**src/rtl/id_ex_stage.sv**
```systemverilog
// ID/EX pipeline register with operand forwarding and load-use hazard detection.
// This stage latches the decoded instruction. It selects ALU operands from the
// EX/MEM and MEM/WB results, and it inserts a bubble when a load result is not yet available.
module id_ex_stage (
    input  logic        clk,
    input  logic        rst,
    input  logic        stall,
    input  logic        flush,
    input  logic        id_valid,
    input  logic [31:0] id_rs_data,
    input  logic [31:0] id_rt_data,
    input  logic [15:0] id_imm16,
    input  logic [14:0] id_addr,
    input  logic [12:0] id_ctrl,
    input  logic        exmem_reg_write,
    input  logic [4:0]  exmem_rd,
    input  logic [31:0] exmem_result,
    input  logic        memwb_reg_write,
    input  logic [4:0]  memwb_rd,
    input  logic [31:0] memwb_result,
    output logic        load_use_stall,
    output logic [31:0] alu_a,
    output logic [31:0] alu_b,
    output logic [3:0]  alu_op,
    output logic        alu_is_sign,
    output logic        alu_sign_rst,
    output logic        ex_valid,
    output logic [31:0] ex_store_data,
    output logic [4:0]  ex_dst_addr,
    output logic [2:0]  ex_ctrl
);

    // id_ctrl field positions
    localparam int C_IS_SIGN   = 4;
    localparam int C_ALUSRC    = 5;
    localparam int C_IMM_ZEXT  = 6;
    localparam int C_SHIFT_SA  = 7;
    localparam int C_REG_DST   = 8;
    localparam int C_REG_WRITE = 9;
    localparam int C_MEM_READ  = 10;
    localparam int C_MEM_WRITE = 11;
    localparam int C_SIGN_RST  = 12;

    // Stage registers. Only the control fields that EX uses are kept.
    // imm_zext and reg_dst are resolved at capture time.
    logic        valid_q,     valid_d;
    logic [3:0]  alu_op_q,    alu_op_d;
    logic        is_sign_q,   is_sign_d;
    logic        alusrc_q,    alusrc_d;
    logic        shift_q,     shift_d;
    logic        reg_write_q, reg_write_d;
    logic        mem_read_q,  mem_read_d;
    logic        mem_write_q, mem_write_d;
    logic        sign_rst_q,  sign_rst_d;
    logic [31:0] rs_data_q,   rs_data_d;
    logic [31:0] rt_data_q,   rt_data_d;
    logic [31:0] imm32_q,     imm32_d;
    logic [4:0]  rs_addr_q,   rs_addr_d;
    logic [4:0]  rt_addr_q,   rt_addr_d;
    logic [4:0]  dst_q,       dst_d;

    logic        do_bubble;
    logic        do_capture;
    logic [31:0] fwd_rs;
    logic [31:0] fwd_rt;

    // Load in EX whose destination feeds the instruction now in ID
    always_comb begin
        load_use_stall = valid_q & mem_read_q & (dst_q != 5'd0) & id_valid &
                         ((dst_q == id_addr[14:10]) | (dst_q == id_addr[9:5]));
    end

    // Update priority: flush, then stall (hold), then load-use bubble, then capture
    always_comb begin
        do_bubble  = flush | (~stall & (load_use_stall | ~id_valid));
        do_capture = ~flush & ~stall & ~load_use_stall & id_valid;
    end

    // Next-state selection: hold by default, otherwise bubble or capture
    always_comb begin
        valid_d     = valid_q;
        alu_op_d    = alu_op_q;
        is_sign_d   = is_sign_q;
        alusrc_d    = alusrc_q;
        shift_d     = shift_q;
        reg_write_d = reg_write_q;
        mem_read_d  = mem_read_q;
        mem_write_d = mem_write_q;
        sign_rst_d  = sign_rst_q;
        rs_data_d   = rs_data_q;
        rt_data_d   = rt_data_q;
        imm32_d     = imm32_q;
        rs_addr_d   = rs_addr_q;
        rt_addr_d   = rt_addr_q;
        dst_d       = dst_q;
        if (do_bubble) begin
            valid_d     = 1'b0;
            alu_op_d    = 4'd0;
            is_sign_d   = 1'b0;
            alusrc_d    = 1'b0;
            shift_d     = 1'b0;
            reg_write_d = 1'b0;
            mem_read_d  = 1'b0;
            mem_write_d = 1'b0;
            sign_rst_d  = 1'b1;
            rs_data_d   = 32'd0;
            rt_data_d   = 32'd0;
            imm32_d     = 32'd0;
            rs_addr_d   = 5'd0;
            rt_addr_d   = 5'd0;
            dst_d       = 5'd0;
        end else if (do_capture) begin
            valid_d     = 1'b1;
            alu_op_d    = id_ctrl[3:0];
            is_sign_d   = id_ctrl[C_IS_SIGN];
            alusrc_d    = id_ctrl[C_ALUSRC];
            shift_d     = id_ctrl[C_SHIFT_SA];
            reg_write_d = id_ctrl[C_REG_WRITE];
            mem_read_d  = id_ctrl[C_MEM_READ];
            mem_write_d = id_ctrl[C_MEM_WRITE];
            sign_rst_d  = id_ctrl[C_SIGN_RST];
            rs_data_d   = id_rs_data;
            rt_data_d   = id_rt_data;
            imm32_d     = id_ctrl[C_IMM_ZEXT] ? {16'd0, id_imm16}
                                              : {{16{id_imm16[15]}}, id_imm16};
            rs_addr_d   = id_addr[14:10];
            rt_addr_d   = id_addr[9:5];
            dst_d       = id_ctrl[C_REG_DST] ? id_addr[4:0] : id_addr[9:5];
        end
    end

    // Stage register with asynchronous reset to a bubble
    always_ff @(posedge clk or posedge rst) begin
        if (rst) begin
            valid_q     <= 1'b0;
            alu_op_q    <= 4'd0;
            is_sign_q   <= 1'b0;
            alusrc_q    <= 1'b0;
            shift_q     <= 1'b0;
            reg_write_q <= 1'b0;
            mem_read_q  <= 1'b0;
            mem_write_q <= 1'b0;
            sign_rst_q  <= 1'b1;
            rs_data_q   <= 32'd0;
            rt_data_q   <= 32'd0;
            imm32_q     <= 32'd0;
            rs_addr_q   <= 5'd0;
            rt_addr_q   <= 5'd0;
            dst_q       <= 5'd0;
        end else begin
            valid_q     <= valid_d;
            alu_op_q    <= alu_op_d;
            is_sign_q   <= is_sign_d;
            alusrc_q    <= alusrc_d;
            shift_q     <= shift_d;
            reg_write_q <= reg_write_d;
            mem_read_q  <= mem_read_d;
            mem_write_q <= mem_write_d;
            sign_rst_q  <= sign_rst_d;
            rs_data_q   <= rs_data_d;
            rt_data_q   <= rt_data_d;
            imm32_q     <= imm32_d;
            rs_addr_q   <= rs_addr_d;
            rt_addr_q   <= rt_addr_d;
            dst_q       <= dst_d;
        end
    end

    // Forwarding: the younger EX/MEM result wins over MEM/WB; $0 never forwards
    always_comb begin
        if (exmem_reg_write && exmem_rd != 5'd0 && exmem_rd == rs_addr_q)
            fwd_rs = exmem_result;
        else if (memwb_reg_write && memwb_rd != 5'd0 && memwb_rd == rs_addr_q)
            fwd_rs = memwb_result;
        else
            fwd_rs = rs_data_q;
        if (exmem_reg_write && exmem_rd != 5'd0 && exmem_rd == rt_addr_q)
            fwd_rt = exmem_result;
        else if (memwb_reg_write && memwb_rd != 5'd0 && memwb_rd == rt_addr_q)
            fwd_rt = memwb_result;
        else
            fwd_rt = rt_data_q;
    end

    // EX-facing outputs; shamt sits in imm bits [10:6]
    always_comb begin
        alu_a         = shift_q ? {27'd0, imm32_q[10:6]} : fwd_rs;
        alu_b         = alusrc_q ? imm32_q : fwd_rt;
        alu_op        = alu_op_q;
        alu_is_sign   = is_sign_q;
        alu_sign_rst  = sign_rst_q | ~valid_q;
        ex_valid      = valid_q;
        ex_store_data = fwd_rt;
        ex_dst_addr   = dst_q;
        ex_ctrl       = {mem_write_q, mem_read_q, reg_write_q};
    end

endmodule

```
**config.mk**
```make
export PLATFORM = sky130hd
export DESIGN_NAME = id_ex_stage
export DESIGN_NICKNAME = d
export VERILOG_FILES = /design/src/rtl/id_ex_stage.sv
export SDC_FILE = /design/constraint.sdc
export NUM_CORES = 1
export LEC_CHECK = 0
export BUFFER_PORTS_ARGS = -buffer_cell sky130_fd_sc_hd__buf_4
export CAP_MARGIN = 30
export CORE_MARGIN = 2
export CORE_UTILIZATION = 48
export CTS_BUF_LIST = sky130_fd_sc_hd__clkbuf_4
export CTS_CLUSTER_DIAMETER = 120
export DETAILED_ROUTE_END_ITERATION = 8
export PLACE_DENSITY = 0.82
export SLEW_MARGIN = 20
export SYNTH_ARGS = -nofsm -noshare
export SYNTH_HDL_FRONTEND = slang
export SYNTH_SLANG_ARGS = --single-unit
```
**constraint.sdc**
```tcl
create_clock -name clk -period 3.3 [get_ports clk]
set_input_delay 0.165 -clock clk [delete_from_list [all_inputs] [get_ports clk]]
set_output_delay 0.165 -clock clk [all_outputs]
set_load 0.005 [all_outputs]
```
==> results of run 1 <==
worst max-delay path by stage:
stage | end | slack, ns | depth (start not counted)
floorplan | alu_is_sign | 0.29 | 1
global placement | alu_b[7] | 0.77 | 7
detailed placement | alu_b[7] | 0.79 | 7
CTS | alu_b[7] | 0.20 | 7
global route | alu_a[13] | 0.04 | 6
finish | alu_a[19] | 0.23 | 6
tightest hold or removal path, stage by stage:
cell and delay [ns]:
buf_4 0.08, mux2_2 0.13, a22o_1 0.11
power by group through the flow:
| stage | logic (uW) | registers, uW | clock network (uW) |
|---|---|---|---|
| floorplan | 287 | 1420 | 0 |
| global placement | 658 | 1440 | 0 |
| detailed placement | 666 | 1440 | 0 |
| CTS | 772 | 1410 | 607 |
| global route | 841 | 1420 | 652 |
| finish | 791 | 1420 | 594 |
per-stage QoR:
step | cells | total power (uW) | hold WS, ns | utilization (%) | setup slack, ns
after floorplan | 663 | 1712 | 0.2535 | - | 0.2911
after global placement | 1083 | 2094 | 0.2812 | 67.65 | 0.7706
after detailed placement | 1083 | 2102 | 0.2821 | 67.65 | 0.7897
after CTS | 1203 | 2791 | 0.003217 | 76.68 | 0.1962
after global routing | 1205 | 2913 | 0.009584 | 76.75 | 0.03771
final | 1205 | 2801 | 0.02634 | 76.75 | 0.2278
synthesized netlist by cell type, types with 4 or more instances:
cell	number	area (um^2)
a211oi_1	27	202.7
a221oi_1	37	324.1
a22o_1	105	919.6
and2_1	8	50.05
buf_2	15	75.07
buf_4	8	60.06
buf_6	8	90.09
clkbuf_1	37	138.9
dfrtp_1	107	2678
inv_1	4	15.01
mux2_2	5	56.30
mux2i_1	27	270.3
nand2_1	49	183.9
nor2_1	131	491.7
nor3_1	4	20.02
o31ai_1	37	277.8
xnor2_1	8	70.07
xor2_1	22	192.7
cell type report:
type | count | area share, %
clock buffer | 12 | 0.9226
inverter | 4 | 0.1794
tap | 172 | 2.204
clock inverter | 4 | 0.1794
multi-input combinational | 483 | 33.27
antenna | 1 | 0.02563
timing repair buffer | 421 | 35.52
sequential | 108 | 27.70
registers in the layout, summed over array words and instances, names as in the netlist, 4 cells and up:
signal	cells
alu_op	4
rs_data_q	32
imm32_q	17
rt_data_q	32
ex_dst_addr	5
rt_addr_q	5
rs_addr_q	5
repair_timing:
item / in CTS / in global routing
hold buffers: 104 / 0
endpoints found under the setup margin: 0 / 1
buffers inserted: 0 / 0
resized for setup: 0 / 1
hold endpoints to repair: 150 / 0
cells by family (layout without fill, tap and decap cells):
logic type | count (synthesis) | after routing | share of synthesized area, %
compound gates | 213 | 213 | 28.29
flops | 108 | 108 | 42.88
simple gates | 208 | 208 | 13.47
other cells | 0 | 1 | 0
xor+xnor | 30 | 30 | 4.167
mux | 32 | 32 | 5.179
buf+inv | 72 | 441 | 6.012
layer usage:
metal | GRT usage, % | up-vias
met3 | 7.095 | 85
met5 | 0 | -
met4 | 16.15 | 0
met2 | 60.31 | 469
li1 | - | 3200
met1 | 42.17 | 3584
==> flow_metrics.py, run 1 <==
metrics = {
    "finish": {
        "nFillCells": 872,
        "mostFrequentLayoutCell": "buf_4",
        "syn_to_final_growth_pct": 54.84,
        "fin_nets": 1216,
        "drive_gt1_share_pct": 33.72,
        "seqCellArea_mm2": 0.002705,
        "design_area_mm2": 0.009764,
        "multi_input_area_mm2": 0.003248,
        "mostFrequentLayoutCells": "312 x buf_4, 130 x nor2_1, 106 x dfrtp_1, 105 x a22o_1, 104 x dlygate4sd3_1",
    },
    "grt": {
        "grt_antenna_before_repair": 1,
        "grt_pass1_wl_um": 38930,
        "grt.total_usage_pct": 35.09,
        "overflow": 0,
        "grt_pass1_vias": 7345,
        "grt_max_degree": 61,
    },
    "worst_setup_path": {
        "r2r-start": "ex_dst_addr[0]",
        "path_max_fanout": 30,
        "path_buf_inv": 2,
        "cp-startpoint": "rs_addr_q[1]",
        "cp_slowest_stage_delay_ns": 0.95,
        "cpMaxStageDelayCell": "or4_2",
        "cp_data_required_time_ns": 3.13,
        "criticalPathCategory": "flop to output port",
        "cp_data_arrival_time_ns": 2.91,
        "critPathTopFamily": "simple AND/OR/NAND/NOR gates",
        "rr_endpoint": "rs_data_q[18]",
        "cp-end-kind": "output port",
        "reg2reg_depth": 6,
        "worstSetupStartpointType": "flop",
        "reg2reg_slack_ns": 0.94,
        "worstPathCellList": "xnor2_1 > nand4_1 > or4_2 > buf_12 > a211oi_1 > buf_4",
    },
    "synth": {
        "ys_warn_count": 0,
        "netlist_area_mm2": 0.006306,
        "synth_nets": 852,
        "syn_inst": 663,
        "ys_ff_latch": 108,
        "synthArstFlopShare_pct": 100.0,
        "synth_edf_count": 0,
        "synth_cell_types": 35,
        "ys.flop_type": "dfrtp_1",
        "yosysSeqAreaShare_pct": 42.88,
        "avgSynthCellArea_um2": 9.511,
    },
    "clocking": {
        "clk_pin_slew_worst_paths_ns": 0.15,
        "cts_buffer_depth": 2,
        "clk_latency_ns": 0.48,
        "cts.sinks": 108,
        "root_buffer": "clkbuf_4",
        "h-tree-depth": 3,
        "tritoncts": "built",
        "cts_buffers": 9,
    },
    "power_and_ir_drop": {
        "cellLeakagePower_uw": 0.004798,
        "powerDensity_mw_per_mm2": 286.8,
        "p_int_uw": 1997,
        "pwr-share-comb_pct": 28.3,
        "swShare_pct": 28.70,
        "p_clk_share_pct": 21.2,
        "seqPwrFrac_pct": 50.5,
        "ir_drop_uv": 260.3,
        "p_switching_uw": 804.0,
    },
    "sta": {
        "final.setup.tns_ns": 0,
        "setup_viol": 0,
        "fin_crit_ns": 3.072,
        "drv_slew": 0,
        "worst_pin_slew_ns": 0.7002,
        "period_share_pct": 93.10,
        "max-slew-margin-rel_pct": 53.32,
        "skew_ns": 0.009525,
        "fmax_mhz": 325.5,
        "finalHoldViolCount": 0,
        "rsz0062_at_grt": "false",
    },
    "floorplan": {
        "core_area_mm2": 0.01272,
        "rows": 41,
        "io_pins": 301,
        "fp.dieW_um": 118.6,
        "initial_utilization_pct": 49.57,
        "die_area_mm2": 0.01407,
        "die_h_um": 118.6,
    },
    "min_path": {
        "hold_depth": 3,
        "hold_start": "id_addr[0]",
        "min_to": "ex_dst_addr[0]",
        "hold_path_class": "input port to flop",
    },
    "route": {
        "viasPerCell": 6.090,
        "dr_wl_met2_um": 12530,
        "drtPass1Iterations": 6,
        "drc": 0,
        "met3_length_um": 2096,
        "postRouteAntennaNets": 0,
        "vias": 7338,
        "wl_per_cell_um": 21.01,
        "met1_length_um": 9705,
        "dr.max_layer_used": "met4",
        "drt-total-wl_um": 25320,
        "drtIter0Drc": 704,
    },
    "status": {
        "status": "finished clean",
    },
    "place": {
        "place_congestion": 0.9073,
        "port_buffers": 300,
        "dpl_cell_area_mm2": 0.008607,
        "place.detailed.hpwl_um": 16790,
    },
    "flow_run": {
        "drv_cap": 0,
    },
}
Note: power is estimated with default switching activity, not from simulation.
==> inputs of run 2 (changes only) <==
--- a/config.mk
+++ b/config.mk
@@ -5,14 +5,15 @@
 export SDC_FILE = /design/constraint.sdc
 export NUM_CORES = 1
 export LEC_CHECK = 0
+export ABC_AREA = 1
 export BUFFER_PORTS_ARGS = -buffer_cell sky130_fd_sc_hd__buf_4
 export CAP_MARGIN = 30
 export CORE_MARGIN = 2
-export CORE_UTILIZATION = 48
+export CORE_UTILIZATION = 51
 export CTS_BUF_LIST = sky130_fd_sc_hd__clkbuf_4
 export CTS_CLUSTER_DIAMETER = 120
 export DETAILED_ROUTE_END_ITERATION = 8
-export PLACE_DENSITY = 0.82
+export PLACE_DENSITY = 0.84
 export SLEW_MARGIN = 20
 export SYNTH_ARGS = -nofsm -noshare
 export SYNTH_HDL_FRONTEND = slang
==> flow_metrics.py, run 2 <==
metrics = {
    "status": {
        "status": "finished clean",
    },
    "clocking": {
        "root_buffer": "clkbuf_4",
        "cts_buffer_depth": 2,
        "clk_pin_slew_worst_paths_ns": 0.17,
        "clk_latency_ns": 0.49,
        "post_cts_resized": 0,
        "cts_buffers": 9,
        "cts.sinks": 108,
        "cts_hold_buf": 109,
        "tritoncts": "built",
        "h-tree-depth": 3,
        "post_cts_buffers": 0,
    },
    "flow_run": {
        "drv_cap": 0,
    },
    "floorplan": {
        "io_pins": 301,
        "die_h_um": 125.2,
        "fp.dieW_um": 125.2,
        "core_area_mm2": 0.01442,
        "initial_utilization_pct": 51.91,
        "die_area_mm2": 0.01567,
        "rows": 44,
    },
    "min_path": {
        "hold_path_class": "input port to flop",
    },
    "sta": {
        "drv_slew": 0,
        "skew_ns": 0.02135,
        "worst_pin_slew_ns": 0.7545,
        "max-slew-margin-rel_pct": 49.58,
        "fmax_mhz": 342.6,
        "setup_viol": 0,
        "period_share_pct": 88.44,
        "rsz0062_at_grt": "false",
        "final.setup.tns_ns": 0,
        "finalHoldViolCount": 0,
        "fin_crit_ns": 2.919,
    },
    "place": {
        "dp.cells": 1529,
        "place_congestion": 0.9610,
        "port_buffers": 300,
        "place.detailed.hpwl_um": 21080,
    },
    "route": {
        "vias": 9657,
        "viasPerCell": 5.828,
        "drt-total-wl_um": 32020,
        "wl_per_cell_um": 19.32,
        "postRouteAntennaNets": 0,
        "drc": 0,
        "drtIter0Drc": 1182,
        "drtPass1Iterations": 6,
    },
    "worst_setup_path": {
        "cp-end-kind": "output port",
        "worstPathCellList": "xnor2_1 > nand3_1 > nor2_2 > nand2_1 > buf_4 > nand2_1 > nand3_1 > nand3_1 > nand2_1 > buf_4",
        "cpMaxStageDelayCell": "dfrtp_1",
        "worstSetupStartpointType": "flop",
        "reg2reg_slack_ns": 0.88,
        "path_max_fanout": 32,
        "cp_slowest_stage_delay_ns": 0.46,
        "cp_data_required_time_ns": 3.13,
        "criticalPathCategory": "flop to output port",
        "cp_data_arrival_time_ns": 2.75,
    },
    "finish": {
        "fin_nets": 1656,
        "mostFrequentLayoutCells": "385 x nand3_1, 316 x buf_4, 302 x nand2_1, 109 x dlygate4sd3_1, 107 x dfrtp_1",
        "reg.largest.list": "rs_data_q (32), rt_data_q (32), imm32_q (17)",
        "mostFrequentLayoutCell": "nand3_1",
        "postLayoutCoreUtil_pct": 76.23,
        "drive_gt1_share_pct": 24.18,
        "layout.cells.non_filler": 1657,
        "syn_to_final_growth_pct": 46.86,
    },
    "synth": {
        "ys_warn_count": 0,
        "yosysTopAreaCellShare_pct": 35.76,
        "synth_nets": 1305,
        "syn_inst": 1116,
        "synth_common_cells": "385 x nand3_1, 302 x nand2_1, 107 x dfrtp_1",
        "ys.flop_type": "dfrtp_1",
        "synthArstFlopShare_pct": 100.0,
        "yosys.area.top_type": "dfrtp_1",
        "synth_cell_types": 22,
        "ys_ff_latch": 108,
        "synth_edf_count": 0,
        "netlist_area_mm2": 0.007487,
        "yosysMostFrequentCell": "nand3_1",
        "avgSynthCellArea_um2": 6.709,
        "yosysSeqAreaShare_pct": 36.11,
        "synth_area_leaders": "dfrtp_1 36%, nand3_1 26%, nand2_1 15%, inv_1 4.0%, nand3b_1 2.9%",
    },
    "power_and_ir_drop": {
        "p_clk_share_pct": 21.8,
        "p_switching_uw": 1015,
        "powerDensity_mw_per_mm2": 274.3,
        "swShare_pct": 33.66,
        "cellLeakagePower_uw": 0.006155,
        "ir_drop_uv": 267.4,
        "seqPwrFrac_pct": 46.9,
        "pwr-share-comb_pct": 31.3,
        "p_int_uw": 2001,
    },
    "grt": {
        "grt.total_usage_pct": 39.38,
        "grt_use_met3_pct": 8.601,
        "grt_pass1_vias": 9299,
        "top_usage_layer": "met2",
        "met1_usage_pct": 47.70,
        "grt_util_met2_pct": 66.05,
        "grt_pass1_wl_um": 49000,
        "overflow": 0,
        "grt_antenna_before_repair": 1,
        "grt_max_degree": 107,
    },
}
-- run 2: worst paths after layout --
path                                      from        endpoint  cells past startpoint
worst min register to register   rs_data_q[11]   rs_data_q[11]                      2
worst max-delay path              rt_addr_q[3]       alu_b[26]                     10
worst max register to register  ex_dst_addr[0]      sign_rst_q                     10
min in group asynchronous                  rst      imm32_q[3]                      3
worst min-delay path                id_addr[3]  ex_dst_addr[3]                      5
max in group asynchronous                  rst   rt_data_q[17]                      4
-- run 2: power by group through the flow --
stage	Clock [uW]	Sequential [uW]	Combinational, uW
6_report	656	1420	944
5_1_grt	707	1420	1010
4_1_cts	652	1410	918
3_5_place_dp	0	1440	809
3_3_place_gp	0	1430	795
2_1_floorplan	0	1430	375
-- run 2: cells by family (layout without fill, tap and decap cells) --
logic type,count (synthesis),in the layout,synth area share [%]
buf+inv,175,531,10.28
mux,2,2,0.3008
flops,108,108,36.11
simple gates,778,778,48.66
xor+xnor,22,22,2.573
other cells,0,1,0
compound gates,31,31,2.072
-- run 2: critical path, delay by kind of cell (launching register included) --
family,cells,cell delay [ns]
and+or+nand+nor,7,1.09
buffers and inverters,2,0.45
DFF,1,0.46
xor gates and xnor gates,1,0.24
-- run 2: final cells by class --
type	count	area (um^2)
sequential	108	2704
timing repair buffer	431	3586
multi-input combinational	833	4029
inverter	84	320.3
clock inverter	6	48.80
tap	184	230.2
antenna	1	2.502
clock buffer	10	75.07
fill	1124	3428
-- run 2: metrics by stage --
step	total power, uW	instance area [um^2]	hold slack [ns]	worst slack [ns]
3_5_place_dp	2245	9743	0.3144	0.8137
4_1_cts	2982	10960	0.0006807	0.2581
6_report	3016	11000	0.01287	0.3815
3_3_place_gp	2229	9716	0.3084	0.9198
2_1_floorplan	1801	7487	0.2728	0.2911
5_1_grt	3135	11000	0.03123	0.2823
-- run 2: routing by layer --
layer,routed length (um),share of wire [%]
met1,11640,36
met3,3232,10
met5,0,0
met4,1626,5.1
met2,15520,48
